`src/rtl/fir_stream_ctrl_if.sv`:
```
// Signal bundle for fir_stream_ctrl: run control, sample-memory read port,
// FIR core hookup and the valid/ready result stream.
interface fir_stream_ctrl_if #(
  parameter int DATA_W = 12,
  parameter int OUT_W  = 32,
  parameter int ADDR_W = 12
);
  logic              start;
  logic              abort;
  logic [ADDR_W:0]   len;
  logic              busy;
  logic              done;
  logic              rd_en;
  logic [ADDR_W-1:0] rd_addr;
  logic [DATA_W-1:0] rd_data;
  logic              fir_clr;
  logic              fir_ce;
  logic [DATA_W-1:0] fir_x_in;
  logic [OUT_W-1:0]  fir_y_out;
  logic              out_valid;
  logic              out_ready;
  logic [OUT_W-1:0]  out_data;
  logic              out_last;

  modport master (
    input  start, abort, len, rd_data, fir_y_out, out_ready,
    output busy, done, rd_en, rd_addr, fir_clr, fir_ce, fir_x_in,
           out_valid, out_data, out_last
  );

  modport slave (
    output start, abort, len, rd_data, fir_y_out, out_ready,
    input  busy, done, rd_en, rd_addr, fir_clr, fir_ce, fir_x_in,
           out_valid, out_data, out_last
  );
endinterface

```
`src/rtl/fir_stream_ctrl.sv`:
```
// Streams len samples from a synchronous-read memory through an external FIR core
// and forwards the results on a valid/ready stream with back-pressure stalling the FIR.
module fir_stream_ctrl #(
  parameter int DATA_W      = 12,
  parameter int OUT_W       = 32,
  parameter int ADDR_W      = 12,
  parameter int FIR_LATENCY = 1
) (
  input  logic              clk,
  input  logic              rst,
  fir_stream_ctrl_if.master io_bus
);
  localparam int CNT_W = ADDR_W + 1;

  typedef enum logic [2:0] {StIdle, StPrime, StRun, StDrain, StFinish} state_e;

  state_e                 r_state;
  logic                   r_busy;
  logic                   r_done;
  logic                   r_fir_clr;
  logic                   r_out_last;
  logic [CNT_W-1:0]       r_len;
  logic [CNT_W-1:0]       r_issue_cnt;
  logic [CNT_W-1:0]       r_out_cnt;
  logic [ADDR_W-1:0]      r_rd_addr;
  // Issue-valid bits in flight through the FIR; the top bit is out_valid itself.
  logic [FIR_LATENCY-1:0] r_vpipe;

  logic                   w_active;
  logic                   w_fir_ce;
  logic                   w_issue;
  logic                   w_more;
  logic                   w_rd_run;
  logic                   w_vtail_in;
  logic                   w_abort_hit;
  logic [CNT_W-1:0]       w_next_idx;
  logic [FIR_LATENCY-1:0] w_vpipe_nxt;

  always_comb begin
    w_active    = (r_state == StRun) || (r_state == StDrain);
    w_fir_ce    = w_active && !(r_vpipe[FIR_LATENCY-1] && !io_bus.out_ready);
    w_issue     = (r_state == StRun) && w_fir_ce;
    w_next_idx  = r_issue_cnt + CNT_W'(1);
    w_more      = w_next_idx < r_len;
    w_rd_run    = w_issue && w_more;
    w_abort_hit = io_bus.abort &&
                  ((r_state == StPrime) || (r_state == StRun) || (r_state == StDrain));
    w_vpipe_nxt    = '0;
    w_vpipe_nxt[0] = w_issue;
    for (int i = 1; i < FIR_LATENCY; i++) begin
      w_vpipe_nxt[i] = r_vpipe[i-1];
    end
    w_vtail_in = w_vpipe_nxt[FIR_LATENCY-1];
  end

  assign io_bus.busy      = r_busy;
  assign io_bus.done      = r_done;
  assign io_bus.fir_clr   = r_fir_clr;
  assign io_bus.fir_ce    = w_fir_ce;
  assign io_bus.rd_en     = (r_state == StPrime) || w_rd_run;
  assign io_bus.rd_addr   = w_rd_run ? w_next_idx[ADDR_W-1:0] : r_rd_addr;
  // Memory holds rd_data while rd_en is low, so a stalled RUN keeps fir_x_in steady.
  assign io_bus.fir_x_in  = (r_state == StRun) ? io_bus.rd_data : DATA_W'(0);
  assign io_bus.out_valid = r_vpipe[FIR_LATENCY-1];
  assign io_bus.out_last  = r_out_last;
  // The FIR is frozen whenever a result waits, so its output is the held result.
  assign io_bus.out_data  = r_vpipe[FIR_LATENCY-1] ? io_bus.fir_y_out : OUT_W'(0);

  always_ff @(posedge clk or posedge rst) begin
    if (rst) begin
      r_state     <= StIdle;
      r_busy      <= 1'b0;
      r_done      <= 1'b0;
      r_fir_clr   <= 1'b0;
      r_out_last  <= 1'b0;
      r_len       <= '0;
      r_issue_cnt <= '0;
      r_out_cnt   <= '0;
      r_rd_addr   <= '0;
      r_vpipe     <= '0;
    end else begin
      r_fir_clr <= 1'b0;
      r_done    <= 1'b0;
      if (w_fir_ce) begin
        r_vpipe <= w_vpipe_nxt;
        if (w_vtail_in) begin
          r_out_cnt  <= r_out_cnt + CNT_W'(1);
          r_out_last <= (r_out_cnt == r_len - CNT_W'(1));
        end else begin
          r_out_last <= 1'b0;
        end
      end
      if (w_issue) r_issue_cnt <= w_next_idx;
      if (w_rd_run) r_rd_addr <= w_next_idx[ADDR_W-1:0];

      if (w_abort_hit) begin
        r_state    <= StIdle;
        r_busy     <= 1'b0;
        r_fir_clr  <= 1'b1;
        r_vpipe    <= '0;
        r_out_last <= 1'b0;
      end else begin
        unique case (r_state)
          StIdle: begin
            if (io_bus.start) begin
              r_len       <= io_bus.len;
              r_issue_cnt <= '0;
              r_out_cnt   <= '0;
              r_rd_addr   <= '0;
              r_busy      <= 1'b1;
              if (io_bus.len != '0) begin
                r_state   <= StPrime;
                r_fir_clr <= 1'b1;
              end else begin
                r_state <= StFinish;
                r_done  <= 1'b1;
              end
            end
          end
          StPrime: r_state <= StRun;
          StRun: begin
            if (w_issue && !w_more) r_state <= StDrain;
          end
          StDrain: begin
            if (r_vpipe[FIR_LATENCY-1] && io_bus.out_ready && r_out_last) begin
              r_state <= StFinish;
              r_done  <= 1'b1;
            end
          end
          StFinish: begin
            r_state   <= StIdle;
            r_busy    <= 1'b0;
            r_fir_clr <= io_bus.abort;
          end
          default: r_state <= StIdle;
        endcase
      end
    end
  end
endmodule

```
`src/flat_wrapper.sv`:
```
// flat-port wrapper written by rule: the top's interface ports become plain ports
module fir_stream_ctrl_flat 
#(
  parameter int DATA_W      = 12,
  parameter int OUT_W       = 32,
  parameter int ADDR_W      = 12,
  parameter int FIR_LATENCY = 1
)
  (clk, rst, io_bus_start, io_bus_abort, io_bus_len, io_bus_rd_data, io_bus_fir_y_out, io_bus_out_ready, io_bus_busy, io_bus_done, io_bus_rd_en, io_bus_rd_addr, io_bus_fir_clr, io_bus_fir_ce, io_bus_fir_x_in, io_bus_out_valid, io_bus_out_data, io_bus_out_last);
  fir_stream_ctrl_if #(.DATA_W(DATA_W), .OUT_W(OUT_W), .ADDR_W(ADDR_W)) io_bus_i ();
  input  logic clk;
  input  logic rst;
  input wire logic [$bits(io_bus_i.start)-1:0] io_bus_start;
  input wire logic [$bits(io_bus_i.abort)-1:0] io_bus_abort;
  input wire logic [$bits(io_bus_i.len)-1:0] io_bus_len;
  input wire logic [$bits(io_bus_i.rd_data)-1:0] io_bus_rd_data;
  input wire logic [$bits(io_bus_i.fir_y_out)-1:0] io_bus_fir_y_out;
  input wire logic [$bits(io_bus_i.out_ready)-1:0] io_bus_out_ready;
  output wire logic [$bits(io_bus_i.busy)-1:0] io_bus_busy;
  output wire logic [$bits(io_bus_i.done)-1:0] io_bus_done;
  output wire logic [$bits(io_bus_i.rd_en)-1:0] io_bus_rd_en;
  output wire logic [$bits(io_bus_i.rd_addr)-1:0] io_bus_rd_addr;
  output wire logic [$bits(io_bus_i.fir_clr)-1:0] io_bus_fir_clr;
  output wire logic [$bits(io_bus_i.fir_ce)-1:0] io_bus_fir_ce;
  output wire logic [$bits(io_bus_i.fir_x_in)-1:0] io_bus_fir_x_in;
  output wire logic [$bits(io_bus_i.out_valid)-1:0] io_bus_out_valid;
  output wire logic [$bits(io_bus_i.out_data)-1:0] io_bus_out_data;
  output wire logic [$bits(io_bus_i.out_last)-1:0] io_bus_out_last;
  assign io_bus_i.start = io_bus_start;
  assign io_bus_i.abort = io_bus_abort;
  assign io_bus_i.len = io_bus_len;
  assign io_bus_i.rd_data = io_bus_rd_data;
  assign io_bus_i.fir_y_out = io_bus_fir_y_out;
  assign io_bus_i.out_ready = io_bus_out_ready;
  assign io_bus_busy = io_bus_i.busy;
  assign io_bus_done = io_bus_i.done;
  assign io_bus_rd_en = io_bus_i.rd_en;
  assign io_bus_rd_addr = io_bus_i.rd_addr;
  assign io_bus_fir_clr = io_bus_i.fir_clr;
  assign io_bus_fir_ce = io_bus_i.fir_ce;
  assign io_bus_fir_x_in = io_bus_i.fir_x_in;
  assign io_bus_out_valid = io_bus_i.out_valid;
  assign io_bus_out_data = io_bus_i.out_data;
  assign io_bus_out_last = io_bus_i.out_last;
  fir_stream_ctrl #(.DATA_W(DATA_W), .OUT_W(OUT_W), .ADDR_W(ADDR_W), .FIR_LATENCY(FIR_LATENCY)) u_core (.clk(clk), .rst(rst), .io_bus(io_bus_i));
endmodule
```
`config.mk`:
```
export PLATFORM = sky130hd
export DESIGN_NAME = fir_stream_ctrl_flat
export DESIGN_NICKNAME = d
export VERILOG_FILES = /design/src/rtl/fir_stream_ctrl_if.sv /design/src/rtl/fir_stream_ctrl.sv /design/src/flat_wrapper.sv
export SDC_FILE = /design/constraint.sdc
export NUM_CORES = 1
export LEC_CHECK = 0
export BUFFER_PORTS_ARGS = -buffer_cell sky130_fd_sc_hd__buf_2
export CORE_ASPECT_RATIO = 0.9
export CORE_MARGIN = 2
export CORE_UTILIZATION = 56
export DETAILED_ROUTE_END_ITERATION = 7
export PLACE_DENSITY = 0.85
export SYNTH_ARGS = -nofsm -noshare
export SYNTH_HDL_FRONTEND = slang
export SYNTH_SLANG_ARGS = --single-unit
```
`constraint.sdc`:
```
create_clock -name clk -period 4.9 [get_ports clk]
set_input_delay 0.49 -clock clk [delete_from_list [all_inputs] [get_ports clk]]
set_output_delay 0.49 -clock clk [all_outputs]
set_load 0.01 [all_outputs]
```
Yosys cells after proc, flatten, opt, wreduce, memory -nomap -nowiden

Cells that the tools add are included.

Word-level logic and storage cells: 83
Register bits after elaboration: 59

$lt $le $gt $ge: 1
Bitwise logic cells: 1
Add/sub/neg operators: 3
Equal/unequal tests: 8
Mux-type cells: 38
Reductions and logical operators: 22

Operators with widths:

| kind                  | number |
|---|---|
| $mux 13               | 9 |
| $mux 12               | 5 |
| $mux 32               | 1 |
| $add 13x1->13 const B | 2 |
| $mux 3                | 5 |
| $mux 1                | 14 |
| $eq 13x13->1          | 1 |
| $lt 13x13->1          | 1 |
| $reduce_bool 13->1    | 1 |
| $sub 13x1->13 const B | 1 |
| $pmux 3 s4            | 1 |
| $ne 3x2->1 const B    | 3 |
| $logic_and 1x1->1     | 8 |
| $eq 3x2->1 const B    | 2 |
| $pmux 1 s2            | 3 |
| $reduce_and 3->1      | 2 |
| $logic_or 1x1->1      | 4 |
| $eq 3x1->1 const B    | 1 |
| $eq 3x3->1 const B    | 1 |
| $logic_not 1->1       | 3 |
| $logic_not 3->1       | 1 |
| $reduce_bool 3->1     | 1 |
| $reduce_and 2->1      | 1 |
| $reduce_bool 2->1     | 1 |
| $not 1->1             | 1 |

Depth between registers and ports, before layout

Gate-level depths: netlist (run 1).

Depth in word-level cells: 10
Mapped depth: 12
Depth with buffers taken out: 11

Worst setup path before layout (run 1)

Ideal clock, no wire load.

Kind: register -> output
Start: register u_core.r_issue_cnt[0]
End: output port io_bus_rd_addr[10]
Buffers on the path: 1
Data arrival time: 2.989 ns
Path slack: 1.421 ns
Stages on the path, launching flop included: 13
Path through: dfrtp_1 -> ha_1 -> nand3_1 -> nor3_1 -> and3_1 -> nand3_1 -> xnor2_1 -> ha_1 -> nand4_1 -> a211oi_1 -> clkbuf_1 -> o21ai_0 -> nand2_1

Longest elaborated chain between the ends: 4

Ends and longest elaborated chain:

| what                   | line                  | RTL |
|---|---|---|
| from (decl)            | fir_stream_ctrl.sv:23 | `logic [CNT_W-1:0] r_issue_cnt;` |
| from (signal assigned) | fir_stream_ctrl.sv:93 | `if (w_issue) r_issue_cnt <= w_next_idx;` |
| $add 13x1->13 (*)      | fir_stream_ctrl.sv:43 | `w_next_idx = r_issue_cnt + CNT_W'(1);` |
| $lt 13x13->1           | fir_stream_ctrl.sv:44 | `w_more = w_next_idx < r_len;` |
| $logic_and 1x1->1      | fir_stream_ctrl.sv:45 | `w_rd_run = w_issue && w_more;` |
| $mux 12 (*)            | fir_stream_ctrl.sv:61 | `assign io_bus.rd_addr = w_rd_run ? w_next_idx[ADDR_W-1:0] : r_rd_addr;` |
| to (decl)              | flat_wrapper.sv:22    | `output wire logic [$bits(io_bus_i.rd_addr)-1:0] io_bus_rd_addr;` |

Mark *: on every way between the ends. The rest lies on a longest branch, timed or not.

Worst setup path in the final report (run 1)

Start: register u_core.r_issue_cnt[0]
End: output port io_bus_rd_addr[0]

The elaborated chain is that of the path after synthesis.

==> impl_metrics.prom, run 1 <==
# TYPE chip_impl_metric gauge
chip_impl_metric{name="place_ws",unit="ns"} 0.752
chip_impl_metric{name="pwr_density_cell",unit="mW/mm^2"} 408
chip_impl_info{name="most_common_cell_after_layout_fill_and_taps_aside",value="sky130_fd_sc_hd__buf_2"} 1
chip_impl_metric{name="syn_area_per_cell",unit="sq um"} 8.50
chip_impl_metric{name="grt_overflow",unit=""} 0
chip_impl_metric{name="power_frac_clock",unit="%"} 26.0
chip_impl_info{name="root_buffer",value="sky130_fd_sc_hd__clkbuf_8"} 1
chip_impl_metric{name="timing.final.setup_violations",unit=""} 0
chip_impl_metric{name="dp_hpwl",unit="microns"} 7900
chip_impl_metric{name="vias_in_the_first_global_route",unit=""} 3616
chip_impl_metric{name="effective_utilization_at_floorplan",unit="%"} 58.5
chip_impl_metric{name="synth_area",unit="sq mm"} 0.00389
chip_impl_metric{name="clock_path_buffers",unit=""} 2
chip_impl_metric{name="dieArea",unit="sq mm"} 0.00763
chip_impl_info{name="commonest_cells_after_routing_fill_and_taps_aside",value="sky130_fd_sc_hd__buf_2 (124), sky130_fd_sc_hd__dfrtp_1 (59), sky130_fd_sc_hd__nand2_1 (53), sky130_fd_sc_hd__and2_1 (46), sky130_fd_sc_hd__nor2_1 (42)"} 1
chip_impl_metric{name="detail_route.iter0.violations",unit=""} 229
chip_impl_metric{name="die_height",unit="microns"} 83.1
chip_impl_metric{name="detail_route.vias_per_cell",unit=""} 5.57
chip_impl_info{name="critical_path.startpoint_type",value="register"} 1
chip_impl_metric{name="synthesis.instances",unit=""} 458
chip_impl_metric{name="cts_buffers",unit=""} 9
chip_impl_metric{name="cellInternalPower",unit="mW"} 1.19
chip_impl_metric{name="placement_rows",unit=""} 28
chip_impl_info{name="worst_setup_path_end_kind",value="primary output"} 1
chip_impl_metric{name="port-buffer-count",unit=""} 124
chip_impl_metric{name="critPathArrivalTime",unit="ns"} 3.83
chip_impl_info{name="cp-startpoint",value="u_core.r_issue_cnt[0]$_DFF_PP0_"} 1
chip_impl_metric{name="slew_at_the_pin_with_the_worst_max_slew_slack",unit="ns"} 0.846
chip_impl_metric{name="remaining_drc_errors",unit=""} 0
chip_impl_metric{name="hold_violations",unit=""} 0
chip_impl_metric{name="clock_insertion_delay_at_the_later_pin_of_the_skew_report",unit="ns"} 0.34
chip_impl_info{name="globalRoute.busiestLayer",value="met2"} 1
chip_impl_metric{name="final_antenna_net_count",unit=""} 0
chip_impl_metric{name="routed_wirelength",unit="microns"} 10600
chip_impl_metric{name="design.core.area",unit="sq mm"} 0.00666
chip_impl_metric{name="combinational_group_share_of_total_power",unit="%"} 38.1
chip_impl_metric{name="area_growth_syn_to_layout",unit="%"} 23.0
chip_impl_metric{name="cts_sinks",unit=""} 59
chip_impl_metric{name="layout_worst_path_cycle_share",unit="%"} 88.1
chip_impl_metric{name="synthArstFlopShare",unit="%"} 100
chip_impl_metric{name="seq_power_share",unit="%"} 35.9
chip_impl_info{name="critical_path.top_delay_family",value="simple AND/OR/NAND/NOR gates"} 1
chip_impl_metric{name="layout-drive-gt1-share",unit="%"} 27.2
chip_impl_metric{name="largest_voltage_drop_on_the_vdd_net",unit="mV"} 0.220
chip_impl_metric{name="cap_violations",unit=""} 0
chip_impl_metric{name="tns",unit="ns"} 0
chip_impl_metric{name="yosys.cell_types.count",unit=""} 51
chip_impl_metric{name="cts.htree.levels",unit=""} 3
chip_impl_metric{name="grt.total_usage",unit="%"} 28.1
chip_impl_metric{name="grt_pass1_wl",unit="microns"} 17400
chip_impl_info{name="netlist.top_cell.by_area",value="sky130_fd_sc_hd__dfrtp_1"} 1
chip_impl_metric{name="gr_util_met2",unit="%"} 45.3
chip_impl_metric{name="leakage_power",unit="nW"} 2.50
chip_impl_metric{name="setup_slack_reg_to_reg",unit="ns"} 1.33
chip_impl_metric{name="synth.net_count",unit=""} 535
chip_impl_metric{name="synth.yosys.seq_area_share",unit="%"} 37.9
chip_impl_metric{name="synth.yosys.warnings",unit=""} 0
chip_impl_info{name="worst-setup-path-type",value="reg -> out"} 1
chip_impl_info{name="crit-reg2reg-launch",value="u_core.r_issue_cnt[0]$_DFF_PP0_"} 1
chip_impl_metric{name="die_width",unit="microns"} 91.9
chip_impl_metric{name="delay_of_the_slowest_critical_path_stage",unit="ns"} 0.43
chip_impl_metric{name="synth.top_cell.area_share",unit="%"} 37.9
chip_impl_info{name="post_synth_main_area_contributors",value="sky130_fd_sc_hd__dfrtp_1 (38%), sky130_fd_sc_hd__and2_1 (7.4%), sky130_fd_sc_hd__xor2_1 (6.5%), sky130_fd_sc_hd__nand2_1 (5.1%), sky130_fd_sc_hd__xnor2_1 (5.0%)"} 1
chip_impl_metric{name="nNetsFinal",unit=""} 649
chip_impl_metric{name="count_of_flip_flops_with_a_built_in_enable_after_synthesis",unit=""} 0
chip_impl_metric{name="post_dr_wirelength_cell",unit="microns"} 15.9
chip_impl_metric{name="grt_util_met3",unit="%"} 6.26
chip_impl_info{name="path_cells",value="ha_1 -> nand3_1 -> nor3_1 -> and3_1 -> xor2_1 -> ha_1 -> a21o_1 -> a21oi_1 -> o221ai_2 -> or3_1 -> nand2_1 -> buf_2"} 1
chip_impl_metric{name="report.final.slew_viol_count",unit=""} 0
chip_impl_metric{name="clock-skew-final",unit="ns"} 0.00954
chip_impl_metric{name="postCtsSetupRepairBufs",unit=""} 0
chip_impl_metric{name="reg2regPathDepth",unit=""} 12
chip_impl_metric{name="worst_slack",unit="ns"} 0.583
chip_impl_metric{name="postSynthRegisterBits",unit=""} 59
chip_impl_info{name="outcome",value="completed"} 1
chip_impl_metric{name="global_placement_routability_congestion",unit=""} 0.930
chip_impl_info{name="cts_tree",value="yes"} 1
chip_impl_metric{name="net_switching_share_of_the_total_power",unit="%"} 39.0
chip_impl_metric{name="io-pin-count",unit=""} 125
chip_impl_metric{name="crit_cells",unit=""} 12
chip_impl_metric{name="power_switching",unit="uW"} 761
chip_impl_metric{name="antenna_found_initial",unit=""} 0
chip_impl_metric{name="grt_start_max_net_pins",unit=""} 66
chip_impl_metric{name="insertedDiodeCount",unit=""} 0
chip_impl_metric{name="dr.pass1.iters",unit=""} 5
chip_impl_metric{name="holdBufCountCts",unit=""} 0
chip_impl_info{name="ys.flop_type",value="sky130_fd_sc_hd__dfrtp_1"} 1
chip_impl_metric{name="critical_path_peak_fanout",unit=""} 13
chip_impl_metric{name="layout.filler_cells",unit=""} 512
chip_impl_metric{name="final_period_minus_worst_setup_slack",unit="ns"} 4.32
chip_impl_metric{name="timing.fmax",unit="MHz"} 232
chip_impl_info{name="grt_setup_unrepaired",value="no"} 1
chip_impl_info{name="hp-class",value="in -> async"} 1
chip_impl_info{name="crit_top_cell",value="sky130_fd_sc_hd__ha_1"} 1
chip_impl_metric{name="slew_headroom",unit="%"} 43.5
chip_impl_metric{name="post_cts.resized_instances",unit=""} 0
chip_impl_metric{name="grtUsageMet1",unit="%"} 39.2
chip_impl_metric{name="critical_path_buf_inv_count",unit=""} 1
chip_impl_metric{name="power_total",unit="mW"} 1.95
chip_impl_metric{name="critical_path_required",unit="ns"} 4.41
chip_impl_metric{name="dr_total_vias",unit=""} 3716
chip_impl_info{name="cpMaxStageDelayCell",value="sky130_fd_sc_hd__dfrtp_1"} 1
chip_impl_metric{name="clkSlewWorstSetupHoldPaths",unit="ns"} 0.07
[synth_stat cells (5+ instances only)]
| cell | n |
|---|---|
| sky130_fd_sc_hd__ha_1 | 15 |
| sky130_fd_sc_hd__xor2_1 | 29 |
| sky130_fd_sc_hd__inv_1 | 20 |
| sky130_fd_sc_hd__buf_2 | 5 |
| sky130_fd_sc_hd__nand4_1 | 14 |
| sky130_fd_sc_hd__clkbuf_1 | 19 |
| sky130_fd_sc_hd__and2_1 | 46 |
| sky130_fd_sc_hd__xnor2_1 | 22 |
| sky130_fd_sc_hd__o21ai_0 | 20 |
| sky130_fd_sc_hd__nand3_1 | 21 |
| sky130_fd_sc_hd__a21oi_1 | 24 |
| sky130_fd_sc_hd__nor3_1 | 6 |
| sky130_fd_sc_hd__dfrtp_1 | 59 |
| sky130_fd_sc_hd__nor2_1 | 42 |
| sky130_fd_sc_hd__o21ai_1 | 9 |
| sky130_fd_sc_hd__nand2_1 | 53 |
| sky130_fd_sc_hd__nor4_1 | 5 |
[per-stage QoR]
step	util (%)	hold slack (ns)	instances	area, sq um
final	71.9	0.351	667	4790
after global routing	71.9	0.348	667	4790
after CTS	71.8	0.338	667	4780
after detailed placement	68.4	0.554	651	4550
after global placement	68.4	0.537	651	4550
after floorplan	-	0.523	458	3890
[tightest hold or removal path, delay by kind of cell]
family | cells | cell delay, ns
buf+inv | 3 | 0.72
[cell families after synthesis]
kind of cell / after synthesis / share of synthesized area, %
mux: 3 / 0.804
compound gates: 72 / 11.2
simple gates: 213 / 29.1
flops: 59 / 37.9
fa+ha+maj: 15 / 4.82
xor+xnor: 51 / 11.5
buf+inv: 45 / 4.69
[sequential cells by signal (all words and copies together), names as in the netlist]
register and cells:
u_core.io_bus.busy 1, u_core.io_bus.done 1, u_core.io_bus.fir_clr 1, u_core.io_bus.out_last 1, u_core.io_bus.out_valid 1, u_core.r_issue_cnt 13, u_core.r_len 13, u_core.r_out_cnt 13
u_core.r_rd_addr 12, u_core.r_state 3
[metal layers]
metal / share of wire (%) / routed length (microns)
met5: 0 / 0
met2: 49 / 5230
met4: 1.2 / 131
met1: 45 / 4710
met3: 4.8 / 510
[final timing paths]
check,to
setup / recovery,io_bus_rd_addr[0]
hold / removal,u_core.r_rd_addr[8]$_DFF_PP0_
setup reg to reg,u_core.r_state[0]$_DFFE_PP0P_
hold reg to reg,u_core.r_rd_addr[2]$_DFF_PP0_
max in group asynchronous,u_core.r_issue_cnt[2]$_DFF_PP0_
min in group clk,u_core.r_state[1]$_DFFE_PP0P_
[final cells by class]
class	count	area (sq um)	share of cell area [%]
clock buffers	11	151	3.16
multi-input cells	354	2250	46.9
clock inverters	5	75.1	1.57
repair buffers	128	651	13.6
inverters	20	75.1	1.57
well taps	90	113	2.35
flip-flops and latches	59	1480	30.8
[power by group through the flow]
stage                     logic (mW)  clock network [mW]  registers (mW)
after floorplan                0.547                   0           0.647
after global placement         0.705                   0           0.692
after detailed placement       0.734                   0           0.703
after CTS                      0.739               0.514           0.696
after global routing           0.819               0.542           0.715
final                          0.744               0.508           0.700
Power figures use the tool's default switching activity.
==> inputs of run 2 (changes only) <==
PLACE_DENSITY = 0.87   (was 0.85)
==> run 2 against run 1 <==
  * First-iteration DRC count increased by 16%
  * Sequential cell count unchanged
  * Critical path depth unchanged
  * Setup slack got worse by 0.18 ns
  * Non-clock buffer count unchanged
  * Global-route usage decreased by 0.69 points
  * Largest cell class unchanged
  * Highest routed layer unchanged
==> impl_metrics.prom, run 2 (same netlist as run 1, synthesis figures left out) <==
# TYPE chip_impl_metric gauge
chip_impl_metric{name="cts_buffers",unit=""} 9
chip_impl_metric{name="nNetsFinal",unit=""} 649
chip_impl_metric{name="post_cts.resized_instances",unit=""} 0
chip_impl_metric{name="dp_hpwl",unit="microns"} 7620
chip_impl_info{name="crit-reg2reg-launch",value="u_core.r_issue_cnt[0]$_DFF_PP0_"} 1
chip_impl_info{name="largestRegisters",value="u_core.r_issue_cnt x13, u_core.r_len x13, u_core.r_out_cnt x13"} 1
chip_impl_info{name="critical_path.startpoint_type",value="register"} 1
chip_impl_info{name="worst-setup-path-type",value="reg -> out"} 1
chip_impl_metric{name="report.final.slew_viol_count",unit=""} 0
chip_impl_metric{name="placement_rows",unit=""} 28
chip_impl_metric{name="net_switching_share_of_the_total_power",unit="%"} 39.2
chip_impl_metric{name="combinational_group_share_of_total_power",unit="%"} 38.7
chip_impl_info{name="cts_tree",value="yes"} 1
chip_impl_metric{name="detail_route.iter0.violations",unit=""} 265
chip_impl_metric{name="grt_start_max_net_pins",unit=""} 66
chip_impl_metric{name="cellInternalPower",unit="mW"} 1.16
chip_impl_metric{name="global_placement_routability_congestion",unit=""} 0.888
chip_impl_metric{name="final_period_minus_worst_setup_slack",unit="ns"} 4.50
chip_impl_metric{name="postCtsSetupRepairBufs",unit=""} 0
chip_impl_metric{name="critPathArrivalTime",unit="ns"} 4.01
chip_impl_metric{name="design.core.area",unit="sq mm"} 0.00666
chip_impl_metric{name="final_antenna_net_count",unit=""} 0
chip_impl_metric{name="layout.cells.non_filler",unit=""} 667
chip_impl_metric{name="cts.htree.levels",unit=""} 3
chip_impl_metric{name="critical_path_required",unit="ns"} 4.41
chip_impl_metric{name="cts_sinks",unit=""} 59
chip_impl_metric{name="timing.final.setup_violations",unit=""} 0
chip_impl_metric{name="critical_path_buf_inv_count",unit=""} 1
chip_impl_info{name="crit_top_cell",value="sky130_fd_sc_hd__ha_1"} 1
chip_impl_info{name="path_cells",value="ha_1 -> nand3_1 -> nor3_1 -> and3_1 -> xor2_1 -> ha_1 -> a21o_1 -> a21oi_1 -> o221ai_1 -> or3_1 -> nand2_1 -> buf_2"} 1
chip_impl_metric{name="vias_in_the_first_global_route",unit=""} 3522
chip_impl_info{name="hp-class",value="in -> async"} 1
chip_impl_info{name="cpMaxStageDelayCell",value="sky130_fd_sc_hd__or3_1"} 1
chip_impl_metric{name="cap_violations",unit=""} 0
chip_impl_metric{name="slew_at_the_pin_with_the_worst_max_slew_slack",unit="ns"} 1.02
chip_impl_metric{name="dr.pass1.iters",unit=""} 4
chip_impl_metric{name="power_frac_clock",unit="%"} 25.0
chip_impl_metric{name="io-pin-count",unit=""} 125
chip_impl_metric{name="hold_violations",unit=""} 0
chip_impl_metric{name="grt.total_usage",unit="%"} 27.5
chip_impl_metric{name="clkSlewWorstSetupHoldPaths",unit="ns"} 0.07
chip_impl_metric{name="clock_path_buffers",unit=""} 2
chip_impl_metric{name="die_width",unit="microns"} 91.9
chip_impl_info{name="worst_setup_path_end_kind",value="primary output"} 1
chip_impl_metric{name="insertedDiodeCount",unit=""} 0
chip_impl_metric{name="grt_pass1_wl",unit="microns"} 16800
chip_impl_metric{name="dieArea",unit="sq mm"} 0.00763
chip_impl_metric{name="timing.fmax",unit="MHz"} 222
chip_impl_info{name="commonest_cells_after_routing_fill_and_taps_aside",value="sky130_fd_sc_hd__buf_2 (124), sky130_fd_sc_hd__dfrtp_1 (59), sky130_fd_sc_hd__nand2_1 (53), sky130_fd_sc_hd__and2_1 (46), sky130_fd_sc_hd__nor2_1 (42)"} 1
chip_impl_info{name="most_common_cell_after_layout_fill_and_taps_aside",value="sky130_fd_sc_hd__buf_2"} 1
chip_impl_metric{name="power_switching",unit="uW"} 749
chip_impl_metric{name="port-buffer-count",unit=""} 124
chip_impl_info{name="grt_setup_unrepaired",value="no"} 1
chip_impl_metric{name="largest_voltage_drop_on_the_vdd_net",unit="mV"} 0.215
chip_impl_metric{name="grt_overflow",unit=""} 0
chip_impl_metric{name="detail_route.vias_per_cell",unit=""} 5.48
chip_impl_metric{name="die_height",unit="microns"} 83.1
chip_impl_info{name="root_buffer",value="sky130_fd_sc_hd__clkbuf_8"} 1
chip_impl_metric{name="critical_path_peak_fanout",unit=""} 13
chip_impl_metric{name="remaining_drc_errors",unit=""} 0
chip_impl_metric{name="delay_of_the_slowest_critical_path_stage",unit="ns"} 0.51
chip_impl_metric{name="area_growth_syn_to_layout",unit="%"} 22.3
chip_impl_info{name="critical_path.top_delay_family",value="simple AND/OR/NAND/NOR gates"} 1
chip_impl_metric{name="pwr_density_cell",unit="mW/mm^2"} 401
chip_impl_metric{name="post_dr_wirelength_cell",unit="microns"} 15.2
chip_impl_metric{name="whs",unit="ns"} 0.339
chip_impl_metric{name="setup_slack_reg_to_reg",unit="ns"} 1.22
chip_impl_metric{name="antenna_found_initial",unit=""} 0
chip_impl_metric{name="effective_utilization_at_floorplan",unit="%"} 58.5
chip_impl_metric{name="seq_power_share",unit="%"} 36.4
chip_impl_metric{name="reg2regPathDepth",unit=""} 11
chip_impl_metric{name="clock-skew-final",unit="ns"} 0.00668
chip_impl_metric{name="placed_cells",unit=""} 651
chip_impl_metric{name="leakage_power",unit="nW"} 2.49
chip_impl_metric{name="tns",unit="ns"} 0
chip_impl_metric{name="holdBufCountCts",unit=""} 0
chip_impl_info{name="outcome",value="completed"} 1
chip_impl_metric{name="layout_worst_path_cycle_share",unit="%"} 91.8
chip_impl_metric{name="dr_total_vias",unit=""} 3652
chip_impl_metric{name="layout-drive-gt1-share",unit="%"} 26.9
chip_impl_info{name="crit-reg2reg-capture",value="u_core.r_rd_addr[0]$_DFF_PP0_"} 1
chip_impl_metric{name="routed_wirelength",unit="microns"} 10100
chip_impl_metric{name="clock_insertion_delay_at_the_later_pin_of_the_skew_report",unit="ns"} 0.34
chip_impl_metric{name="slew_headroom",unit="%"} 31.8
## run 2: cell count changes in the layout (fill, tap and decap cells not counted)
| cell | before | now |
|---|---|---|
| sky130_fd_sc_hd__clkinv_2 | 3 | 4 |
| sky130_fd_sc_hd__o221ai_1 | 1 | 2 |
| sky130_fd_sc_hd__o221ai_2 | 1 | 0 |
| sky130_fd_sc_hd__clkbuf_1 | 0 | 1 |
| sky130_fd_sc_hd__clkbuf_8 | 11 | 9 |
## run 2: worst max-delay path by stage
stage               depth (start not counted)                             from            endpoint  slack, ns
floorplan                                  12  u_core.r_issue_cnt[0]$_DFF_PP0_  io_bus_rd_addr[10]       1.42
global placement                           12  u_core.r_issue_cnt[0]$_DFF_PP0_   io_bus_rd_addr[0]       0.98
detailed placement                         12  u_core.r_issue_cnt[0]$_DFF_PP0_   io_bus_rd_addr[0]       0.86
CTS                                        12  u_core.r_issue_cnt[0]$_DFF_PP0_   io_bus_rd_addr[0]       0.46
global route                               12  u_core.r_issue_cnt[0]$_DFF_PP0_  io_bus_rd_addr[10]       0.10
finish                                     12  u_core.r_issue_cnt[0]$_DFF_PP0_   io_bus_rd_addr[0]       0.40
## run 2: layout make-up
| class | count | area [sq um] |
|---|---|---|
| multi-input cells | 354 | 2240 |
| fillers | 518 | 1890 |
| flip-flops and latches | 59 | 1480 |
| repair buffers | 128 | 651 |
| clock buffers | 10 | 128 |
| well taps | 90 | 113 |
| clock inverters | 6 | 80.1 |
| inverters | 20 | 75.1 |
## run 2: power groups by stage
| stage | Combinational, mW | Sequential [mW] | Clock [mW] |
|---|---|---|---|
| floorplan | 0.547 | 0.647 | 0 |
| global placement | 0.706 | 0.693 | 0 |
| detailed placement | 0.729 | 0.700 | 0 |
| CTS | 0.736 | 0.693 | 0.486 |
| global route | 0.819 | 0.714 | 0.511 |
| finish | 0.739 | 0.695 | 0.477 |
## run 2: per-layer routing
layer / track usage (%) / up-vias / share of wire [%]
met5: 0 / - / 0
met1: 38.4 / 1738 / 45
met2: 41.8 / 119 / 48
li1: - / 1784 / -
met3: 8.53 / 11 / 6.6
met4: 6.78 / 0 / 1.2
## run 2: tightest hold or removal path, delay by kind of cell
family	cells	cell delay [ns]
buffers and inverters	3	0.70
## run 2: metrics by stage
step                cell area, sq um  utilization [%]  setup slack [ns]  power, mW
finish                          4760             71.5             0.404       1.91
global route                    4760             71.5             0.103       2.04
CTS                             4760             71.5             0.463       1.92
detailed placement              4550             68.4             0.861       1.43
global placement                4550             68.4             0.976       1.40
floorplan                       3890                -              1.42       1.19
==> inputs of run 3 (changes only) <==
==> constraint.sdc (replaced) <==
create_clock -name clk -period 4.9 [get_ports clk]
set_input_delay 0.49 -clock clk [delete_from_list [all_inputs] [get_ports clk]]
set_output_delay 0.49 -clock clk [all_outputs]
set_load 0.005 [all_outputs]
==> run 3 against run 2 <==
  * Clock power rose by 17%
  * Setup slack improved by 0.018 ns
  * Non-clock buffer count is the same
  * Combinational power down 5.4%
  * Maximum frequency grew 0.39%
  * Register-to-register slack about the same
  * Routed wire length is 2.1% higher
  * Clock skew increased by 0.00088 ns
  * Critical path type unchanged
  * Largest cell class unchanged
  * Highest routed layer unchanged
==> impl_metrics.prom, run 3 (same netlist as run 1, synthesis figures left out) <==
# TYPE chip_impl_metric gauge
chip_impl_info{name="outcome",value="completed"} 1
chip_impl_metric{name="critPathArrivalTime",unit="ns"} 3.99
chip_impl_metric{name="antenna_found_initial",unit=""} 0
chip_impl_metric{name="finish.utilization",unit="%"} 72.2
chip_impl_metric{name="final_antenna_net_count",unit=""} 0
chip_impl_metric{name="placement_rows",unit=""} 28
chip_impl_metric{name="whs",unit="ns"} 0.334
chip_impl_metric{name="layout-drive-gt1-share",unit="%"} 27.0
chip_impl_metric{name="timing.final.setup_violations",unit=""} 0
chip_impl_metric{name="delay_of_the_slowest_critical_path_stage",unit="ns"} 0.50
chip_impl_metric{name="clock_path_buffers",unit=""} 2
chip_impl_metric{name="layout_worst_path_cycle_share",unit="%"} 91.4
chip_impl_metric{name="timing.fmax",unit="MHz"} 223
chip_impl_metric{name="critical_path_peak_fanout",unit=""} 13
chip_impl_metric{name="design.core.area",unit="sq mm"} 0.00666
chip_impl_metric{name="layout.filler_cells",unit=""} 517
chip_impl_metric{name="slew_at_the_pin_with_the_worst_max_slew_slack",unit="ns"} 0.977
chip_impl_metric{name="die_width",unit="microns"} 91.9
chip_impl_info{name="worst_setup_path_end_kind",value="primary output"} 1
chip_impl_metric{name="dr_total_vias",unit=""} 3676
chip_impl_info{name="most_common_cell_after_layout_fill_and_taps_aside",value="sky130_fd_sc_hd__buf_2"} 1
chip_impl_metric{name="global_placement_routability_congestion",unit=""} 0.888
chip_impl_metric{name="area_growth_syn_to_layout",unit="%"} 23.4
chip_impl_info{name="root_buffer",value="sky130_fd_sc_hd__clkbuf_8"} 1
chip_impl_metric{name="post_dr_wirelength_cell",unit="microns"} 15.5
chip_impl_metric{name="clkSlewWorstSetupHoldPaths",unit="ns"} 0.07
chip_impl_metric{name="detail_route.iter0.violations",unit=""} 292
chip_impl_metric{name="leakage_power",unit="nW"} 2.49
chip_impl_metric{name="place_ws",unit="ns"} 0.891
chip_impl_metric{name="final_period_minus_worst_setup_slack",unit="ns"} 4.48
chip_impl_metric{name="vias_in_the_first_global_route",unit=""} 3560
chip_impl_metric{name="io-pin-count",unit=""} 125
chip_impl_metric{name="effective_utilization_at_floorplan",unit="%"} 58.5
chip_impl_info{name="path_cells",value="ha_1 -> nand3_1 -> nor3_1 -> and3_1 -> xor2_1 -> ha_1 -> a21o_1 -> a21oi_1 -> o221ai_1 -> or3_1 -> nand2_1 -> buf_2"} 1
chip_impl_info{name="cts_tree",value="yes"} 1
chip_impl_metric{name="postCtsSetupRepairBufs",unit=""} 0
chip_impl_metric{name="post_cts.resized_instances",unit=""} 0
chip_impl_metric{name="dr.pass1.iters",unit=""} 5
chip_impl_info{name="cpMaxStageDelayCell",value="sky130_fd_sc_hd__or3_1"} 1
chip_impl_metric{name="cap_violations",unit=""} 0
chip_impl_info{name="largestRegisters",value="u_core.r_issue_cnt x13, u_core.r_len x13, u_core.r_out_cnt x13"} 1
chip_impl_metric{name="routed_wirelength",unit="microns"} 10300
chip_impl_info{name="commonest_cells_after_routing_fill_and_taps_aside",value="sky130_fd_sc_hd__buf_2 (124), sky130_fd_sc_hd__dfrtp_1 (59), sky130_fd_sc_hd__nand2_1 (53), sky130_fd_sc_hd__and2_1 (46), sky130_fd_sc_hd__nor2_1 (42)"} 1
chip_impl_metric{name="hold_violations",unit=""} 0
chip_impl_metric{name="clock-skew-final",unit="ns"} 0.00756
chip_impl_info{name="worst-setup-path-type",value="reg -> out"} 1
chip_impl_metric{name="nNetsFinal",unit=""} 649
chip_impl_metric{name="grt_start_max_net_pins",unit=""} 66
chip_impl_info{name="crit_top_cell",value="sky130_fd_sc_hd__ha_1"} 1
chip_impl_metric{name="die_height",unit="microns"} 83.1
chip_impl_metric{name="worst_slack",unit="ns"} 0.421
chip_impl_info{name="critical_path.startpoint_type",value="register"} 1
chip_impl_metric{name="slew_headroom",unit="%"} 34.8
chip_impl_metric{name="grt_pass1_wl",unit="microns"} 16900
chip_impl_metric{name="dp_hpwl",unit="microns"} 7690
chip_impl_metric{name="cts_sinks",unit=""} 59
chip_impl_metric{name="holdBufCountCts",unit=""} 0
chip_impl_info{name="hp-class",value="in -> async"} 1
chip_impl_metric{name="cts.htree.levels",unit=""} 3
chip_impl_metric{name="insertedDiodeCount",unit=""} 0
chip_impl_metric{name="cts_buffers",unit=""} 9
chip_impl_metric{name="report.final.slew_viol_count",unit=""} 0
chip_impl_metric{name="critical_path_required",unit="ns"} 4.41
chip_impl_metric{name="tns",unit="ns"} 0
chip_impl_metric{name="grt_overflow",unit=""} 0
chip_impl_metric{name="clock_insertion_delay_at_the_later_pin_of_the_skew_report",unit="ns"} 0.35
chip_impl_metric{name="largest_voltage_drop_on_the_vdd_net",unit="mV"} 0.209
chip_impl_metric{name="grt.total_usage",unit="%"} 27.7
chip_impl_info{name="grt_setup_unrepaired",value="no"} 1
chip_impl_metric{name="dieArea",unit="sq mm"} 0.00763
chip_impl_metric{name="remaining_drc_errors",unit=""} 0
chip_impl_metric{name="pwr_density_cell",unit="mW/mm^2"} 406
chip_impl_metric{name="detail_route.vias_per_cell",unit=""} 5.51
chip_impl_metric{name="port-buffer-count",unit=""} 124
## run 3: power breakdown
part | switching (mW) | internal [mW]
logic | 0.386 | 0.313
clock network | 0.206 | 0.351
registers | 0.130 | 0.565
## run 3: critical path, delay by kind of cell (launching register included)
family	cells	cell delay [ns]
AOI/OAI and AO/OA	3	0.90
xor gates and xnor gates	1	0.25
adders and majority gates	2	0.54
buffers and inverters	1	0.11
DFF	1	0.42
and+or+nand+nor	5	1.42
## run 3: stage by stage
stage | instance area [sq um] | cells | total power, mW
6_report | 4800 | 667 | 1.95
5_1_grt | 4800 | 667 | 2.08
4_1_cts | 4800 | 667 | 1.95
3_5_place_dp | 4550 | 651 | 1.39
3_3_place_gp | 4550 | 651 | 1.36
2_1_floorplan | 3890 | 458 | 1.15
## run 3: final timing paths
| check | from | to | slack [ns] | cells after the start |
|---|---|---|---|---|
| min | rst | u_core.r_rd_addr[7]$_DFF_PP0_ | 0.33 | 3 |
| max in group asynchronous | rst | u_core.r_len[8]$_DFFE_PP0P_ | 4.03 | 3 |
| max reg2reg | u_core.r_issue_cnt[0]$_DFF_PP0_ | u_core.r_rd_addr[0]$_DFF_PP0_ | 1.21 | 11 |
| max | u_core.r_issue_cnt[0]$_DFF_PP0_ | io_bus_rd_addr[0] | 0.42 | 12 |
| min in group clk | io_bus_abort | u_core.r_state[1]$_DFFE_PP0P_ | 0.35 | 2 |
| min reg2reg | u_core.r_issue_cnt[1]$_DFF_PP0_ | u_core.r_issue_cnt[1]$_DFF_PP0_ | 0.56 | 2 |
## run 3: cell type report
cell class	count	area [sq um]	share of cell area [%]
clock inverters	6	113	2.34
flip-flops and latches	59	1480	30.7
multi-input cells	354	2240	46.6
well taps	90	113	2.34
inverters	20	75.1	1.56
repair buffers	128	651	13.5
clock buffers	10	138	2.86
## run 3: routing by layer
metal	global-route usage [%]	part of all wire, %	up-vias
li1	-	-	1784
met1	37.6	44	1735
met2	43.8	48	139
met3	7.80	7.2	18
met4	7.73	1.5	0
met5	0	0	-
